[src/rtl/dds_sweep_ctrl.sv]
// DDS frequency-sweep sequencer: drives kin/ce through start->stop(->start).
// Optional DDS_SWEEP_LOOP_EN adds cfg_loop for continuous repeat.
module dds_sweep_ctrl #(
  parameter int KW  = 4,
  parameter int DWW = 16
) (
  input  logic           clk,
  input  logic           rst_n,
  input  logic           start,
  input  logic           abort,
  input  logic [KW-1:0]  cfg_start_k,
  input  logic [KW-1:0]  cfg_stop_k,
  input  logic [KW-1:0]  cfg_step,
  input  logic [DWW-1:0] cfg_dwell,
  input  logic           cfg_pingpong,
`ifdef DDS_SWEEP_LOOP_EN
  input  logic           cfg_loop,
`endif
  output logic           dds_ce,
  output logic [KW-1:0]  dds_kin,
  output logic           busy,
  output logic           done
);

  typedef enum logic [1:0] {
    S_IDLE,
    S_LOAD,
    S_DWELL,
    S_DONE
  } state_e;

  state_e         state_q, state_d;
  logic [KW-1:0]  cur_k_q, cur_k_d;
  logic [KW-1:0]  tgt_q, tgt_d;
  logic           dir_up_q, dir_up_d;
  logic           phase2_q, phase2_d;
  logic [DWW-1:0] dwell_cnt_q, dwell_cnt_d;
  logic [DWW-1:0] dwell_rl_q, dwell_rl_d;
  logic [KW-1:0]  step_q, step_d;
  logic [KW-1:0]  start_k_q, start_k_d;
  logic           pp_q, pp_d;
  logic           loop_req;

`ifdef DDS_SWEEP_LOOP_EN
  assign loop_req = cfg_loop;
`else
  assign loop_req = 1'b0;
`endif

  // One step toward tgt in KW+1 bits, clamped so it never passes tgt.
  function automatic logic [KW-1:0] step_toward(
    input logic [KW-1:0] cur,
    input logic [KW-1:0] tgt,
    input logic [KW-1:0] stp,
    input logic          up
  );
    logic [KW:0] s;
    logic [KW-1:0] r;
    if (up) begin
      s = {1'b0, cur} + {1'b0, stp};
      r = (s > {1'b0, tgt}) ? tgt : s[KW-1:0];
    end else begin
      s = {1'b0, cur} - {1'b0, stp};
      r = (s[KW] || (s[KW-1:0] < tgt)) ? tgt : s[KW-1:0];
    end
    return r;
  endfunction

  logic at_end;
  logic can_turn;

  assign at_end   = (cur_k_q == tgt_q) || (step_q == '0);
  assign can_turn = pp_q && !phase2_q && (step_q != '0) &&
                    (start_k_q != tgt_q);

  always_comb begin
    state_d     = state_q;
    cur_k_d     = cur_k_q;
    tgt_d       = tgt_q;
    dir_up_d    = dir_up_q;
    phase2_d    = phase2_q;
    dwell_cnt_d = dwell_cnt_q;
    dwell_rl_d  = dwell_rl_q;
    step_d      = step_q;
    start_k_d   = start_k_q;
    pp_d        = pp_q;
    unique case (state_q)
      S_IDLE: begin
        if (start && !abort) state_d = S_LOAD;
      end
      S_LOAD: begin
        cur_k_d     = cfg_start_k;
        tgt_d       = cfg_stop_k;
        dir_up_d    = (cfg_stop_k >= cfg_start_k);
        phase2_d    = 1'b0;
        dwell_cnt_d = cfg_dwell;
        dwell_rl_d  = cfg_dwell;
        step_d      = cfg_step;
        start_k_d   = cfg_start_k;
        pp_d        = cfg_pingpong;
        state_d     = S_DWELL;
      end
      S_DWELL: begin
        if (dwell_cnt_q != '0) begin
          dwell_cnt_d = dwell_cnt_q - 1'b1;
        end else if (at_end) begin
          if (can_turn) begin
            phase2_d    = 1'b1;
            tgt_d       = start_k_q;
            dir_up_d    = !dir_up_q;
            cur_k_d     = step_toward(cur_k_q, start_k_q,
                                      step_q, !dir_up_q);
            dwell_cnt_d = dwell_rl_q;
          end else begin
            state_d = S_DONE;
          end
        end else begin
          cur_k_d     = step_toward(cur_k_q, tgt_q, step_q, dir_up_q);
          dwell_cnt_d = dwell_rl_q;
        end
      end
      S_DONE: begin
        state_d = loop_req ? S_LOAD : S_IDLE;
      end
      default: state_d = S_IDLE;
    endcase
    if (abort && state_q != S_IDLE) state_d = S_IDLE;
  end

  always_ff @(posedge clk or negedge rst_n) begin
    if (!rst_n) begin
      state_q     <= S_IDLE;
      cur_k_q     <= '0;
      tgt_q       <= '0;
      dir_up_q    <= 1'b1;
      phase2_q    <= 1'b0;
      dwell_cnt_q <= '0;
      dwell_rl_q  <= '0;
      step_q      <= '0;
      start_k_q   <= '0;
      pp_q        <= 1'b0;
    end else begin
      state_q     <= state_d;
      cur_k_q     <= cur_k_d;
      tgt_q       <= tgt_d;
      dir_up_q    <= dir_up_d;
      phase2_q    <= phase2_d;
      dwell_cnt_q <= dwell_cnt_d;
      dwell_rl_q  <= dwell_rl_d;
      step_q      <= step_d;
      start_k_q   <= start_k_d;
      pp_q        <= pp_d;
    end
  end

  // Outputs are pure decodes of flops; kin keeps the last word when idle.
  assign dds_ce  = (state_q == S_DWELL);
  assign dds_kin = cur_k_q;
  assign busy    = (state_q != S_IDLE);
  assign done    = (state_q == S_DONE);

endmodule

[config.mk]
export PLATFORM = sky130hd
export DESIGN_NAME = dds_sweep_ctrl
export DESIGN_NICKNAME = d
export VERILOG_FILES = /design/src/rtl/dds_sweep_ctrl.sv
export SDC_FILE = /design/constraint.sdc
export NUM_CORES = 1
export LEC_CHECK = 0
export ABC_AREA = 1
export ABC_CLOCK_PERIOD_IN_PS = 6300
export BUFFER_PORTS_ARGS = -buffer_cell sky130_fd_sc_hd__clkbuf_2
export CAP_MARGIN = 20
export CORE_MARGIN = 5
export CORE_UTILIZATION = 25
export DETAILED_ROUTE_END_ITERATION = 16
export PLACE_DENSITY = 0.4
export SLEW_MARGIN = 15
export SYNTH_ARGS = -nofsm -noshare
export SYNTH_HDL_FRONTEND = slang
export SYNTH_SLANG_ARGS = --single-unit
[constraint.sdc]
create_clock -name clk -period 6.3 [get_ports clk]
set_input_delay 1.26 -clock clk [delete_from_list [all_inputs] [get_ports clk]]
set_output_delay 1.26 -clock clk [all_outputs]
set_load 0.1 [all_outputs]
==> impl_results.md <==
* Status: complete, no violations
* Final hold viol count at 0
* H-tree depth at 2
* Fraction of layout instances using a drive strength above 1 at 11.85%
* Endpoints failing setup at 0
* Largest cells by area after synthesis: dfrtp_1, nand2_1, ha_1
* Die W at 138.4 um
* Syn nets at 666
* Clock slew at reported path FFs at 0.07 ns
* Vias after detailed routing at 3868
* Mapped Cells at 599
* Max_slew headroom at 41.33%
* Crit path kind: register to primary output
* CP arrival at 1.74 ns
* Post-synthesis register bit count at 53
* Post-synth EDFFs at 0
* Count of pins over their slew limit at 0
* # IOs at 40
* I/O Buffers at 39
* Rows at 47
* Synthesized area per cell at 6.876 um2
* Final Wtd Congestion at 0.8975
* CP endpoint kind: primary output
* Setup Fix Bufs, Post-CTS at 0
* Max-cap viol count at 0
* CP max stage delay at 0.51 ns
* Gr ovfl total at 0
* Post-CTS sizing at 0
* Antenna violations before repair at 0
* DRT antenna net count at 0
* CP Cell Sequence: inv_1, ha_1, buf_4, clkbuf_2
* Clk buf depth at 2
* Fmax achieved at 333.2 MHz
* Die Ht at 138.4 um
* Fin Clk Skew at 0.008405 ns
* Dominant synthesized flop cell: dfrtp_1
* Nets@finish at 699
* Design Area, Final at 0.004672 mm2
* Core Area at 0.01635 mm2
* Initial core utilization at 25.20%
* Top-area cell type share of the netlist area at 31.59%
* Drt total wl at 11970 um
* Iteration-0 DRC Markers at 224
* WP data required at 5.04 ns
* Synth unique cells at 37
* Crit path max-delay family: buffers and inverters
* CTS root buffer: clkbuf_16
* First-pass GRT wire length at 19840 um
* Vias per inst at 4.535
* RSZ-0062 raised after global routing: no
* Cell Area, Placed at 0.004533 mm2
* Dpl hpwl at 9115 um
* Hold buffers post-CTS at 0
* 1st-pass router iterations at 5
* Slew @ Worst Pin at 0.8775 ns
* CP max stage cell: clkbuf_2
* Antenna cell count at 0
* CTS tree: built
* Vias in the first global route at 3789
* Sequential share of the synthesized area at 32.23%
* Final setup TNS at 0 ns
* GRT Overall Usage at 12.59%
* Final worst path period share at 47.64%
* Remaining DRCs at 0
* Die area at 0.01914 mm2
* Synth area leader: dfrtp_1
* Wire per inst at 14.03 um
* Hold/Removal Path Class: register to register
* Synth async-reset ratio at 100.0%
* Startpoint types: register
* Post-synthesis cell area at 0.004119 mm2
* Min Tclk post-route at 3.002 ns
* CTS Buf Count at 5
* Critical path buffers and inverters at 3
* Clk sinks at 53
* CP max FO at 22
* Later-pin clock latency in the skew report at 0.30 ns
* Synth-to-Final Area Change at 13.43%
* YS warnings at 0
* Largest net degree at the start of global routing at 54
-- metrics by stage --
step / worst slack [ns] / hold slack, ns / instances / utilization, %
2_1_floorplan: 3.153 / 0.4651 / 599 / -
3_3_place_gp: 3.380 / 0.4864 / 845 / 27.73
3_5_place_dp: 3.327 / 0.4914 / 845 / 27.73
4_1_cts: 3.262 / 0.5086 / 853 / 28.58
5_1_grt: 3.066 / 0.5215 / 853 / 28.58
6_report: 3.298 / 0.5026 / 853 / 28.58
-- state kept, by name, indices dropped and copies added (netlist names) --
register,count
step_q,4
dwell_rl_q,16
pp_q,1
dds_kin,4
state_q,2
dir_up_q,1
phase2_q,1
start_k_q,4
tgt_q,4
dwell_cnt_q,16
-- per-layer routing --
| layer | GRT usage [%] | vias to the layer above | wire length (um) |
|---|---|---|---|
| li1 | - | 1973 | - |
| met2 | 22.92 | 87 | 6025 |
| met3 | 1.588 | 16 | 342 |
| met5 | 0 | - | 0 |
| met1 | 15.49 | 1792 | 5350 |
| met4 | 3.796 | 0 | 248 |
-- cell type report --
cell class              instances  area, um2
well taps                     220      275.3
repair buffers                 43      225.2
multi-input cells             446       2391
inverters                      83      314.1
clock buffers                   6      128.9
flip-flops and latches         53       1328
clock inverters                 2      10.01
fillers                      1880      11680
-- cell families (layout without fill, tap and decap cells) --
group / Yosys count / count (layout) / share of synthesized area (%)
buf+inv: 100 / 134 / 9.720
simple gates: 294 / 294 / 28.80
compound gates: 98 / 98 / 13.88
flops: 53 / 53 / 32.23
fa+ha+maj: 34 / 34 / 10.69
mux: 7 / 7 / 1.914
xor+xnor: 13 / 13 / 2.764
-- worst paths after layout --
| kind | startpoint | to | slack, ns | cells after the start |
|---|---|---|---|---|
| worst max-delay path | state_q[0]$_DFFE_PN0P_ | dds_ce | 3.30 | 4 |
| worst min-delay path | dwell_rl_q[1]$_DFFE_PN0N_ | dwell_rl_q[1]$_DFFE_PN0N_ | 0.50 | 1 |
| worst max register to register | dwell_cnt_q[0]$_DFFE_PN0P_ | tgt_q[3]$_DFFE_PN0P_ | 3.42 | 9 |
| worst min register to register | dwell_rl_q[1]$_DFFE_PN0N_ | dwell_rl_q[1]$_DFFE_PN0N_ | 0.50 | 1 |
| max in group asynchronous | rst_n | dwell_rl_q[5]$_DFFE_PN0N_ | 4.70 | 2 |
| min in group asynchronous | rst_n | tgt_q[0]$_DFFE_PN0P_ | 1.11 | 2 |
-- cells in the mapped netlist, types with 2 or more instances --
cell type and instances:
o21ai_2 4, clkbuf_1 11, o211ai_1 2, nor3_1 3
buf_2 3, xor2_1 9, a21oi_1 22, xnor2_1 4
nor2_1 43, o21ai_1 10, inv_1 78, nand2_1 192
o21a_1 2, fa_1 2, nor2_2 2, mux2_2 7
nand3_1 49, o21ai_0 48, dfrtp_1 52, nand4_1 4
inv_2 4, buf_6 2, ha_1 32
-- layout by cell type, fill, tap and decap left out, types with 5 or more instances in the layout --
cell / count
nand2_1: 192
inv_1: 78
dfrtp_1: 52
nand3_1: 49
o21ai_0: 48
nor2_1: 43
clkbuf_2: 39
ha_1: 32
a21oi_1: 22
o21ai_1: 10
xor2_1: 9
mux2_2: 7
clkbuf_16: 5
Power is left out: the tool's default activity adds up to more than one toggle a clock period on the data nets, which glitch-free logic cannot reach.
